File: config.mk
export PLATFORM = sky130hd
export DESIGN_NAME = stack_int_unit
export DESIGN_NICKNAME = d
export VERILOG_FILES = /design/src/rtl/stack_int_unit.sv
export SDC_FILE = /design/constraint.sdc
export NUM_CORES = 1
export LEC_CHECK = 0
export ABC_AREA = 1
export CAP_MARGIN = 20
export CORE_ASPECT_RATIO = 1.4
export CORE_MARGIN = 5
export CORE_UTILIZATION = 49
export CTS_CLUSTER_DIAMETER = 30
export CTS_CLUSTER_SIZE = 20
export DETAILED_ROUTE_END_ITERATION = 8
export GPL_ROUTABILITY_DRIVEN = 0
export PLACE_DENSITY = 0.88
export REMOVE_ABC_BUFFERS = 1
export SYNTH_ARGS = -nofsm -noshare
export SYNTH_HDL_FRONTEND = slang
export SYNTH_SLANG_ARGS = --single-unit
File: constraint.sdc
create_clock -name clk -period 4.04 [get_ports clk]
set_input_delay 0.404 -clock clk [delete_from_list [all_inputs] [get_ports clk]]
set_output_delay 0.404 -clock clk [all_outputs]
set_load 0.05 [all_outputs]
File: src/rtl/stack_int_unit.sv
// stack_int_unit: multi-cycle stack and interrupt sequencer for the memory stage.
// Owns the stack pointer and sequences data-memory accesses for PUSH, POP, CALL,
// RET, RTI and interrupt entry. The PC is stacked as two 16-bit words (high word
// first, so the low word sits on top); interrupt entry also stacks the CCR.
//
// Ports:
//   clk, RESET                 clock, synchronous active-high reset
//   int_req                    interrupt pulse, remembered until accepted
//   push/pop/call/ret/rti_req  level requests, held until ack
//   ack                        request accepted this cycle (combinational)
//   push_data, pc_in,          operands latched on accept
//   call_target, flags_in
//   mem_addr/wdata/we/re       data-memory port (synchronous read, 1-cycle latency)
//   mem_rdata                  data-memory read data
//   busy                       sequence in progress, stalls fetch/decode
//   pc_load, pc_target         one-cycle fetch redirect
//   flags_load, flags_out      one-cycle CCR restore (RTI)
//   pop_valid, pop_data        POP result
//   sp                         current stack pointer (next free word)
//   ovf, udf                   sticky overflow/underflow
module stack_int_unit #(
   parameter int unsigned       ADDR_W     = 11,
   parameter logic [ADDR_W-1:0] SP_INIT    = 11'h7FF,
   parameter logic [31:0]       INT_VECTOR = 32'h0000_0002
) (
   input  logic              clk,
   input  logic              RESET,
   input  logic              int_req,
   input  logic              push_req,
   input  logic              pop_req,
   input  logic              call_req,
   input  logic              ret_req,
   input  logic              rti_req,
   output logic              ack,
   input  logic [15:0]       push_data,
   input  logic [31:0]       pc_in,
   input  logic [31:0]       call_target,
   input  logic [2:0]        flags_in,
   input  logic [15:0]       mem_rdata,
   output logic [ADDR_W-1:0] mem_addr,
   output logic [15:0]       mem_wdata,
   output logic              mem_we,
   output logic              mem_re,
   output logic              busy,
   output logic              pc_load,
   output logic [31:0]       pc_target,
   output logic              flags_load,
   output logic [2:0]        flags_out,
   output logic              pop_valid,
   output logic [15:0]       pop_data,
   output logic [ADDR_W-1:0] sp,
   output logic              ovf,
   output logic              udf
);

   localparam logic [ADDR_W-1:0] SpOne = {{(ADDR_W-1){1'b0}}, 1'b1};

   typedef enum logic [3:0] {
      StIdle, StPushWr, StPopRd, StPopCap, StWrFl, StWrHi, StWrLo,
      StJump, StRdLo, StRdHi, StCapHi, StRdFl, StCapFl
   } state_e;

   state_e            state_q, state_d;
   logic [ADDR_W-1:0] sp_q;
   logic [ADDR_W-1:0] sp_inc, sp_dec;
   logic              int_pending_q;
   logic              is_rti_q;
   logic [31:0]       pc_save_q;
   logic [2:0]        flags_save_q;
   logic [15:0]       push_data_q;
   logic [31:0]       pc_target_q;
   logic [2:0]        flags_out_q;
   logic              pop_valid_q;
   logic [15:0]       pop_data_q;
   logic              ovf_q, udf_q;
   logic              do_wr, do_rd;
   logic              g_int, g_rti, g_call;

   assign sp_inc = sp_q + SpOne;
   assign sp_dec = sp_q - SpOne;

   always_comb begin
      state_d    = state_q;
      ack        = 1'b0;
      g_int      = 1'b0;
      g_rti      = 1'b0;
      g_call     = 1'b0;
      mem_addr   = '0;
      mem_wdata  = '0;
      mem_we     = 1'b0;
      mem_re     = 1'b0;
      do_wr      = 1'b0;
      do_rd      = 1'b0;
      pc_load    = 1'b0;
      flags_load = 1'b0;
      unique case (state_q)
         StIdle: begin
            ack = int_pending_q | rti_req | ret_req | call_req | pop_req | push_req;
            if (int_pending_q) begin
               g_int   = 1'b1;
               state_d = StWrFl;
            end else if (rti_req) begin
               g_rti   = 1'b1;
               state_d = StRdLo;
            end else if (ret_req) begin
               state_d = StRdLo;
            end else if (call_req) begin
               g_call  = 1'b1;
               state_d = StWrHi;
            end else if (pop_req) begin
               state_d = StPopRd;
            end else if (push_req) begin
               state_d = StPushWr;
            end
         end
         StPushWr: begin
            do_wr     = 1'b1;
            mem_wdata = push_data_q;
            state_d   = StIdle;
         end
         StPopRd: begin
            do_rd   = 1'b1;
            state_d = StPopCap;
         end
         StPopCap: state_d = StIdle;
         StWrFl: begin
            do_wr     = 1'b1;
            mem_wdata = {13'b0, flags_save_q};
            state_d   = StWrHi;
         end
         StWrHi: begin
            do_wr     = 1'b1;
            mem_wdata = pc_save_q[31:16];
            state_d   = StWrLo;
         end
         StWrLo: begin
            do_wr     = 1'b1;
            mem_wdata = pc_save_q[15:0];
            state_d   = StJump;
         end
         StJump: begin
            pc_load    = 1'b1;
            flags_load = is_rti_q;
            state_d    = StIdle;
         end
         StRdLo: begin
            do_rd   = 1'b1;
            state_d = StRdHi;
         end
         StRdHi: begin
            do_rd   = 1'b1;
            state_d = is_rti_q ? StRdFl : StCapHi;
         end
         StCapHi: state_d = StJump;
         StRdFl: begin
            do_rd   = 1'b1;
            state_d = StCapFl;
         end
         StCapFl: state_d = StJump;
         default: state_d = StIdle;
      endcase
      // Writes go to the free slot; reads fetch the word just above it.
      if (do_wr) begin
         mem_we   = 1'b1;
         mem_addr = sp_q;
      end else if (do_rd) begin
         mem_re   = 1'b1;
         mem_addr = sp_inc;
      end
   end

   always_ff @(posedge clk) begin
      if (RESET) begin
         state_q       <= StIdle;
         sp_q          <= SP_INIT;
         int_pending_q <= 1'b0;
         is_rti_q      <= 1'b0;
         pc_save_q     <= '0;
         flags_save_q  <= '0;
         push_data_q   <= '0;
         pc_target_q   <= '0;
         flags_out_q   <= '0;
         pop_valid_q   <= 1'b0;
         pop_data_q    <= '0;
         ovf_q         <= 1'b0;
         udf_q         <= 1'b0;
      end else begin
         state_q       <= state_d;
         // A new pulse in the same cycle as acceptance stays pending.
         int_pending_q <= (int_pending_q & ~g_int) | int_req;
         if (do_wr) begin
            sp_q <= sp_dec;
            if (sp_q == '0) ovf_q <= 1'b1;
         end else if (do_rd) begin
            sp_q <= sp_inc;
            if (sp_q == '1) udf_q <= 1'b1;
         end
         if (ack) begin
            pc_save_q    <= pc_in;
            flags_save_q <= flags_in;
            push_data_q  <= push_data;
            is_rti_q     <= g_rti;
         end
         if (g_int) pc_target_q <= INT_VECTOR;
         else if (g_call) pc_target_q <= call_target;
         // Return address is assembled in place as the words arrive.
         if (state_q == StRdHi) pc_target_q[15:0] <= mem_rdata;
         if (state_q == StCapHi || state_q == StRdFl) pc_target_q[31:16] <= mem_rdata;
         if (state_q == StCapFl) flags_out_q <= mem_rdata[2:0];
         if (state_q == StPopCap) pop_data_q <= mem_rdata;
         pop_valid_q <= (state_q == StPopCap);
      end
   end

   assign busy      = (state_q != StIdle);
   assign pc_target = pc_target_q;
   assign flags_out = flags_out_q;
   assign pop_valid = pop_valid_q;
   assign pop_data  = pop_data_q;
   assign sp        = sp_q;
   assign ovf       = ovf_q;
   assign udf       = udf_q;

endmodule
==> metrics.yaml <==
path_cells: "nand2_1 -> nand2_1 -> nand2_2 -> inv_2 -> nand2_1 -> o21ai_0 -> clkdlybuf4s50_1"
hold_viol: 0
clockBufferDepth: 2
cts_resized: 0
ctsHoldBuffers: 0
clock_latency_ps: 410
synth_compound_area_share_pct: 12.7
fin_crit_ps: 3480
die_area_mm2: 0.0144
cts_tree: "yes"
numCtsBuffers: 17
num_rows: 47
start_util_pct: 50.0
crit_path_frequent_cell: "nand2_1"
vias: 6792
syn-cell-area_mm2: 0.00591
io_pins: 205
synth_warnings: 0
cts-root-buf: "clkbuf_16"
period_share_pct: 86.1
htree_num_levels: 4
finalMaxSlewViolations: 0
synth_top_cell_area_share_pct: 41.3
synthCells: 902
max_stage_delay_ps: 850
dp_hpwl_um: 13700
wl_um: 19900
multiInputGateArea_mm2: 0.00304
clock.fmax_mhz: 288
drt_pass1_iterations: 5
synth_top_family_by_area: "simple AND/OR/NAND/NOR gates"
antenna_found_initial: 0
yosysTopAreaCell: "dfxtp_1"
pwr-share-seq_pct: 24.7
cap_violations: 0
die_w_um: 103
synth_ff_type: "dfxtp_1"
port_buffers: 204
yosysMostFrequentCell: "nand2_1"
grt_overflow: 0
required_ps: 3640
synth_fa_ha_area_share_pct: 0.635
p_comb_share_pct: 52.0
slowest_stage: "clkdlybuf4s50_1"
post_cts_buffers: 0
synth-edff-count: 0
fin_skew_ps: 10.4
layout-drive-gt1-share_pct: 5.92
synthArstFlopShare_pct: 0
n_antenna_cell: 0
final_nets: 1195
grt_util_all_layers_pct: 27.3
post-route-util_pct: 73.1
crit_type: "register to output pin"
final_area_mm2: 0.00864
switching_share_pct: 47.4
relSlewSlack_pct: 42.4
grt_pass1_vias: 6578
arrival_ps: 3070
fillers: 959
finalSetupViolCount: 0
regArea_mm2: 0.00244
worst_setup_hold_path_clk_slew_ps: 60
cp-end-kind: "output pin"
area_growth_pct: 46.1
p_int_uw: 3820
synth_area_per_cell_um2: 6.56
ys_types: 31
drt_iter0_markers: 419
synth_commonest_cells: "nand2_1, nor2_1, dfxtp_1, nand3_1, o21ai_0"
worst-slew-pin-transition_ps: 863
synth_simple_gate_area_share_pct: 38.0
cts.sinks: 122
postRouteAntennaNets: 0
synth.area.top_cells: "dfxtp_1, nand2_1, nor2_1"
grt_pass1_wl_um: 31400
p_clk_share_pct: 23.3
grt_start_max_net_pins: 53
synth_xor_area_share_pct: 0
cp_max_fo: 22
power_density_mw_per_mm2: 841
finalHoldWorstSlack_ps: 454
status: "completed"
ir_worst_vdd_uv: 505
synthMuxAreaShare_pct: 0
cp-start-kind: "register"
core_mm2: 0.0118
drcViolationCount: 0
viasPerCell: 5.46
hold_path_class: "register to register"
wl_per_cell_um: 16.0
p_sw_uw: 3440
yosys_register_bits: 122
leakagePower_uw: 0.00376
rsz0062_at_grt: "false"
fp.dieH_um: 140
placed_area_mm2: 0.00798
yosysSeqAreaShare_pct: 41.3
tns_ps: 0
[worst paths after layout]
check	slack, ps	depth (start not counted)	endpoint	from
hold / removal	450	2	udf$_SDFFE_PP0P_	udf$_SDFFE_PP0P_
setup reg to reg	1640	7	push_data_q[12]$_SDFFE_PP0P_	state_q[3]$_SDFFE_PP0P_
hold reg to reg	450	2	udf$_SDFFE_PP0P_	udf$_SDFFE_PP0P_
setup / recovery	560	7	mem_addr[2]	state_q[0]$_SDFFE_PP0P_
[worst max-delay path: cells and delay by family, from the launching register on]
family	cells	cell delay, ps
DFF	1	490
and+or+nand+nor	4	710
buffers and inverters	2	1230
AOI/OAI and AO/OA	1	220
[stage by stage]
step,instances,total power [uW],worst slack [ps]
4_1_cts,1245,7260,602
2_1_floorplan,855,4310,873
3_3_place_gp,1213,5490,1150
5_1_grt,1245,7680,334
3_5_place_dp,1213,5550,1070
6_report,1245,7260,562
[flip-flops by register name, summed over array words and instances, names as in the netlist]
register	count
flags_out	3
flags_save_q	3
int_pending_q	1
is_rti_q	1
ovf	1
pc_save_q	32
pc_target	32
pop_data	16
pop_valid	1
push_data_q	16
sp	11
state_q	4
udf	1
[cell families after synthesis]
group           after synthesis
simple gates                531
compound gates              144
flops                       122
buf+inv                     102
fa+ha+maj                     3
[area by class of cell]
class                           instances  area share, %
Multi-Input combinational cell        678           35.1
Sequential cell                       122           28.3
Timing Repair Buffer                  211           24.4
Clock buffer                           18           5.08
Clock inverter                         14           2.54
Inverter                               55           2.43
Tap cell                              147           2.13
[routing by layer]
layer  vias up  global-route usage (%)  routed length, um
li1       3305                       -                  -
met1      3082                    30.7               7480
met2       343                    47.3               9890
met3        62                    6.32               1810
met4         0                    13.3                758
met5         -                       0                  0
[layout by cell type, fill, tap and decap left out, types with 4 or more instances in the layout]
cell type        count
nor2_2               5
nand2_1            201
nand3_1            121
dfxtp_1            122
inv_2                8
clkbuf_16           17
nor2_4               4
bufinv_16            5
clkdlybuf4s50_1    204
inv_1               45
o21ai_0             92
buf_4                6
nand2_4              4
nand4_1              8
o21ai_1              9
a31oi_1              4
nor2_1             183
a21oi_1             29
[power groups by stage]
stage / Clock, uW / Combinational [uW] / Sequential [uW]
after floorplan: 0 / 2120 / 2190
after global placement: 0 / 3700 / 1790
after detailed placement: 0 / 3740 / 1810
after CTS: 1700 / 3770 / 1790
after global routing: 1750 / 4090 / 1830
final: 1690 / 3780 / 1790
(Power assumes the default switching activity.)
